## src/rtl/mult_div_seq.sv

```systemverilog
// rtl/mult_div_seq.sv - sequential mult/div unit owning HI/LO; optional MULTDIV_UNSIGNED_EN adds multu/divu
module mult_div_seq #(
    parameter int WIDTH = 32
) (
    input  logic             clk,
    input  logic             reset,
    input  logic             start,
    input  logic             op,
`ifdef MULTDIV_UNSIGNED_EN
    input  logic             op_unsigned,
`endif
    input  logic [WIDTH-1:0] a,
    input  logic [WIDTH-1:0] b,
    output logic             busy,
    output logic             done,
    output logic             div_zero,
    output logic [WIDTH-1:0] hi,
    output logic [WIDTH-1:0] lo
);

    localparam int CW = (WIDTH > 1) ? $clog2(WIDTH) : 1;

    typedef enum logic [1:0] {
        S_IDLE = 2'd0,
        S_CALC = 2'd1,
        S_FIX  = 2'd2,
        S_DONE = 2'd3
    } state_t;

    state_t               state_q, state_d;
    logic [CW-1:0]        cnt_q, cnt_d;
    logic                 op_q, op_d;
    logic                 neg_q, neg_d;       // result sign differs from magnitude
    logic                 sgn_a_q, sgn_a_d;   // remainder follows dividend sign
    logic [2*WIDTH-1:0]   acc_q, acc_d;       // {hi half, lo half} working register
    logic [WIDTH-1:0]     opb_q, opb_d;       // |a| for mult (addend), |b| for div (divisor)
    logic [WIDTH-1:0]     hi_q, hi_d;
    logic [WIDTH-1:0]     lo_q, lo_d;
    logic                 divz_q, divz_d;

    logic                 is_signed;
    logic                 sign_a_in, sign_b_in;
    logic [WIDTH-1:0]     mag_a, mag_b;
    logic                 accept;

    logic [WIDTH:0]       add_x, add_y;
    logic                 add_cin;
    logic [WIDTH+1:0]     add_sum;
    logic [2*WIDTH-1:0]   fix_prod;
    logic [WIDTH-1:0]     fix_quo, fix_rem;

`ifdef MULTDIV_UNSIGNED_EN
    assign is_signed = ~op_unsigned;
`else
    assign is_signed = 1'b1;
`endif

    assign sign_a_in = a[WIDTH-1] & is_signed;
    assign sign_b_in = b[WIDTH-1] & is_signed;
    // Magnitude of the most negative value is its own unsigned bit pattern
    assign mag_a     = sign_a_in ? (~a + 1'b1) : a;
    assign mag_b     = sign_b_in ? (~b + 1'b1) : b;
    assign accept    = start & ((state_q == S_IDLE) | (state_q == S_DONE));

    // Shared adder: accumulate for mult, trial subtract (carry-out = no borrow) for div
    always_comb begin
        add_x   = '0;
        add_y   = '0;
        add_cin = 1'b0;
        if (!op_q) begin
            add_x = {1'b0, acc_q[2*WIDTH-1:WIDTH]};
            add_y = acc_q[0] ? {1'b0, opb_q} : '0;
        end else begin
            add_x   = {acc_q[2*WIDTH-1:WIDTH], acc_q[WIDTH-1]};
            add_y   = ~{1'b0, opb_q};
            add_cin = 1'b1;
        end
        add_sum = {1'b0, add_x} + {1'b0, add_y} + {{(WIDTH+1){1'b0}}, add_cin};
    end

    // Next-state, datapath update and sign fix-up
    always_comb begin
        state_d  = state_q;
        cnt_d    = cnt_q;
        op_d     = op_q;
        neg_d    = neg_q;
        sgn_a_d  = sgn_a_q;
        acc_d    = acc_q;
        opb_d    = opb_q;
        hi_d     = hi_q;
        lo_d     = lo_q;
        divz_d   = 1'b0;
        fix_prod = neg_q ? (~acc_q + 1'b1) : acc_q;
        fix_quo  = neg_q ? (~acc_q[WIDTH-1:0] + 1'b1) : acc_q[WIDTH-1:0];
        fix_rem  = sgn_a_q ? (~acc_q[2*WIDTH-1:WIDTH] + 1'b1) : acc_q[2*WIDTH-1:WIDTH];

        case (state_q)
            S_IDLE, S_DONE: begin
                state_d = S_IDLE;
                if (accept) begin
                    if (op && (b == '0)) begin
                        // Divide by zero: report at once, leave hi/lo untouched
                        state_d = S_DONE;
                        divz_d  = 1'b1;
                    end else begin
                        state_d = S_CALC;
                        cnt_d   = CW'(WIDTH - 1);
                        op_d    = op;
                        neg_d   = sign_a_in ^ sign_b_in;
                        sgn_a_d = sign_a_in;
                        if (!op) begin
                            acc_d = {{WIDTH{1'b0}}, mag_b};
                            opb_d = mag_a;
                        end else begin
                            acc_d = {{WIDTH{1'b0}}, mag_a};
                            opb_d = mag_b;
                        end
                    end
                end
            end
            S_CALC: begin
                if (!op_q) begin
                    acc_d = {add_sum[WIDTH:0], acc_q[WIDTH-1:1]};
                end else if (add_sum[WIDTH+1]) begin
                    acc_d = {add_sum[WIDTH-1:0], acc_q[WIDTH-2:0], 1'b1};
                end else begin
                    acc_d = {acc_q[2*WIDTH-2:0], 1'b0};
                end
                cnt_d = cnt_q - 1'b1;
                if (cnt_q == '0) begin
                    state_d = S_FIX;
                end
            end
            S_FIX: begin
                if (!op_q) begin
                    hi_d = fix_prod[2*WIDTH-1:WIDTH];
                    lo_d = fix_prod[WIDTH-1:0];
                end else begin
                    hi_d = fix_rem;
                    lo_d = fix_quo;
                end
                state_d = S_DONE;
            end
            default: state_d = S_IDLE;
        endcase
    end

    // State and datapath registers with asynchronous clear
    always_ff @(posedge clk or negedge reset) begin
        if (!reset) begin
            state_q <= S_IDLE;
            cnt_q   <= '0;
            op_q    <= 1'b0;
            neg_q   <= 1'b0;
            sgn_a_q <= 1'b0;
            acc_q   <= '0;
            opb_q   <= '0;
            hi_q    <= '0;
            lo_q    <= '0;
            divz_q  <= 1'b0;
        end else begin
            state_q <= state_d;
            cnt_q   <= cnt_d;
            op_q    <= op_d;
            neg_q   <= neg_d;
            sgn_a_q <= sgn_a_d;
            acc_q   <= acc_d;
            opb_q   <= opb_d;
            hi_q    <= hi_d;
            lo_q    <= lo_d;
            divz_q  <= divz_d;
        end
    end

    assign busy     = (state_q == S_CALC) | (state_q == S_FIX);
    assign done     = (state_q == S_DONE);
    assign div_zero = divz_q;
    assign hi       = hi_q;
    assign lo       = lo_q;

endmodule
```

## config.mk

```make
export PLATFORM = sky130hd
export DESIGN_NAME = mult_div_seq
export DESIGN_NICKNAME = d
export VERILOG_FILES = /design/src/rtl/mult_div_seq.sv
export SDC_FILE = /design/constraint.sdc
export NUM_CORES = 1
export LEC_CHECK = 0
export CORE_MARGIN = 8
export CORE_UTILIZATION = 40
export CTS_CLUSTER_SIZE = 14
export DETAILED_ROUTE_END_ITERATION = 8
export GPL_TIMING_DRIVEN = 0
export PLACE_DENSITY_LB_ADDON = 0.1
export SYNTH_ARGS = -nofsm -noshare
export SYNTH_HDL_FRONTEND = slang
export SYNTH_SLANG_ARGS = --single-unit
```

## constraint.sdc

```tcl
create_clock -name clk -period 5.3 [get_ports clk]
set_input_delay 0.53 -clock clk [delete_from_list [all_inputs] [get_ports clk]]
set_output_delay 0.53 -clock clk [all_outputs]
set_load 0.005 [all_outputs]
```

==> flow_metrics.tcl <==
set metrics [dict create \
    final_antenna_net_count 0 \
    die_h_um 198 \
    grt_start_max_net_pins 89 \
    grt_pass1_wl_mm 70.7 \
    crit_arrival_ps 5400 \
    peakVddDrop_mv 0.278 \
    drcViolationCount 0 \
    numCtsBuffers 17 \
    clock_latency_ps 440 \
    dieArea_um2 39200 \
    drive_gt1_share_pct 9.19 \
    start_util_pct 40.6 \
    p_leak_uw 0.00641 \
    fill_cells 3260 \
    postPlaceCellArea_um2 15200 \
    drv_cap 0 \
    cts.clk_slew.worst_paths_ps 80 \
    io_pins 135 \
    synthArstFlopShare_pct 100 \
    antenna_found_initial 0 \
    htree_levels 4 \
    via_per_inst 5.66 \
    synth-seq-cells 171 \
    status "finished, final reports clean" \
    synth_flop_cell "dfrtp_1" \
    cts-root-buf "clkbuf_16" \
    grt-ovfl-total 0 \
    hold_viol_final 0 \
    synth_edf_count 0 \
    dp_hpwl_mm 36.4 \
    holdBufCountCts 0 \
    multi_input_area_um2 8400 \
    syn_avg_cell_area_um2 8.14 \
    cts_num_sinks 171 \
    drtIter0Drc 1043 \
    maxSlewViolCount 0 \
    rows 66 \
    max_freq_mhz 197 \
    critical_path_class "flip-flop to flip-flop" \
    worst_slew_pin_slew_ps 850 \
    die_w_um 198 \
    seq_area_frac_synth_pct 32.3 \
    netlist_area_um2 13300 \
    wirelength_mm 45.6 \
    period_needed_ps 5080 \
    final_cell_area_um2 15800 \
    finalWeightedCongestion 0.917 \
    avgRoutedWirePerCell_um 20.4 \
    required_ps 5610 \
    synthToLayoutAreaGrowth_pct 19.2 \
    synth_top_area_cell "dfrtp_1" \
    yosysUniqueCellTypes 71 \
    cellPowerDensity_nw_per_um2 685 \
    final_net_count 1893 \
    power_uw 10800 \
    ctsLongestPathBuffers 2 \
    ys_warn_count 0 \
    finClkSkew_ps 13.0 \
    tritoncts "done" \
    start_kind "flip-flop" \
    slew_headroom_pct 43.1 \
    fin_crit_sh_pct 95.9 \
    syn-num-nets 1739 \
    port_buffers 133 \
    r2r_slack_ps 220 \
    first_pass_iters 6 \
    worstPathMaxFanout 10 \
    grt_usage_pct 23.0 \
    insertedDiodeCount 0 \
    rsz0062_at_grt "no" \
    yosys-top-cells-area "dfrtp_1, mux2_2, o21ai_0, xor2_1, a21oi_1" \
    hold_path.class "primary input to async pin" \
    seq_area_um2 4280 \
    endpoint_kind "flip-flop" \
    grt_pass1_vias 12000 \
    synth_top_area_share_pct 32.3 \
    finalSetupViolCount 0 \
    netlist_instances 1628 \
    core_area_um2 32600 \
    via_count 12700 \
    hold_slack_ps 63.5 \
]
## cells in the mapped netlist, types with 9 or more instances
| cell type | instances |
|---|---|
| a21oi_1 | 154 |
| ha_1 | 41 |
| o41ai_1 | 16 |
| nand2_1 | 159 |
| buf_1 | 12 |
| nor4_1 | 13 |
| a31oi_1 | 15 |
| o31ai_1 | 26 |
| mux2_2 | 82 |
| buf_2 | 9 |
| a21o_1 | 24 |
| nor3_1 | 27 |
| o21ai_0 | 176 |
| xnor2_1 | 63 |
| o22ai_1 | 18 |
| o221ai_1 | 18 |
| or4_1 | 16 |
| nand2b_1 | 11 |
| o21ai_1 | 9 |
| dfrtp_1 | 171 |
| or3_1 | 27 |
| inv_1 | 32 |
| clkbuf_1 | 93 |
| a211oi_1 | 26 |
| and3_1 | 9 |
| nor2_1 | 167 |
| nand3_1 | 17 |
| xor2_1 | 90 |
| and2_1 | 10 |
| mux2i_1 | 10 |
## per-layer routing
metal	GRT usage, %	vias up	wire length [um]
li1	-	6171	-
met1	33.1	6078	21400
met5	0	-	0
met3	3.45	39	2910
met2	35.9	372	20500
met4	4.98	0	679
## through the flow
step           instances  util (%)  setup WS (ps)  TNS, ps
6_report            2237      48.4            216        0
5_1_grt             2237      48.4           30.4        0
4_1_cts             2236      48.4           50.8        0
3_5_place_dp        2204      46.5           -630   -15230
3_3_place_gp        2203      46.4          -3650  -637570
2_1_floorplan       1628         -            841        0
## cells by family after synthesis
logic type / synth area share (%)
adders and majority gates: 4.17
DFF: 32.3
AOI/OAI and AO/OA: 24.1
and+or+nand+nor: 17.1
buffers and inverters: 4.36
xor gates and xnor gates: 10.1
muxes: 7.84
## cells in the final DEF (no fill, tap or decap), types with 5 or more instances in the layout
master           Yosys  routed
a211o_1              5       5
a211oi_1            26      26
a21o_1              24      24
a21oi_1            154     154
a31oi_1             15      15
and2_1              10      10
and3_1               9       9
buf_1               12       7
buf_2                9      12
clkbuf_1            93      89
clkbuf_16            0      17
clkbuf_2             0       7
clkdlybuf4s50_1      0     132
dfrtp_1            171     171
ha_1                41      41
inv_1               32      32
mux2_2              82      82
mux2i_1             10      10
nand2_1            159     159
nand2b_1            11      11
nand3_1             17      17
nand4_1              5       5
nor2_1             167     166
nor3_1              27      27
nor4_1              13      13
o211ai_1             6       6
o21ai_0            176     176
o21ai_1              9       9
o221ai_1            18      18
o22ai_1             18      18
o31ai_1             26      26
o41ai_1             16      16
or2_2                8       8
or3_1               27      27
or4_1               16      16
xnor2_1             63      63
xor2_1              90      90
## report_power, final
part,total [uW],internal [uW],switching (uW)
sequential,2510,1920,594
clock,1300,687,615
combinational,7000,2880,4130
## path summary, 6_finish.rpt
check,cells past startpoint,from,end
worst max-delay path,17,op_q,acc_q[50]
worst min-delay path,1,reset,acc_q[42]
worst max register to register,17,op_q,acc_q[50]
worst min register to register,1,hi[29],hi[29]
max in group asynchronous,2,reset,lo[6]
min in group clk,1,hi[29],hi[29]
## state kept, by name (all words and copies together) (netlist names)
| signal | flops |
|---|---|
| acc_q | 64 |
| cnt_q | 5 |
| div_zero | 1 |
| hi | 32 |
| lo | 32 |
| neg_q | 1 |
| op_q | 1 |
| opb_q | 32 |
| sgn_a_q | 1 |
| state_q | 2 |
## worst max-delay path: stages (launching register included)
cell and delay, ps:
dfrtp_1 500, buf_2 330, buf_2 370, buf_2 350
mux2_2 380, ha_1 290, clkbuf_1 220, a21o_1 260
a21o_1 180, a221oi_1 350, o21ai_0 230, a311oi_2 280
buf_4 180, o21ai_0 160, nand2b_1 220, clkbuf_1 310
o22ai_1 250, o21ai_0 110
## final cells by class
type,instances,area share [%]
flip-flops and latches,171,27.1
clock buffers,19,2.80
multi-input cells,1309,53.2
inverters,32,0.760
well taps,442,3.50
plain buffers,116,2.98
repair buffers,135,8.68
clock inverters,13,0.990
## what timing repair did
action | 4_1_cts | 5_1_grt
endpoints found under the setup margin | 32 | 31
pin swaps | 0 | 1
gates cloned | 0 | 0
setup buffers | 0 | 1
resized for setup | 6 | 10
Power figures use the tool's default switching activity.
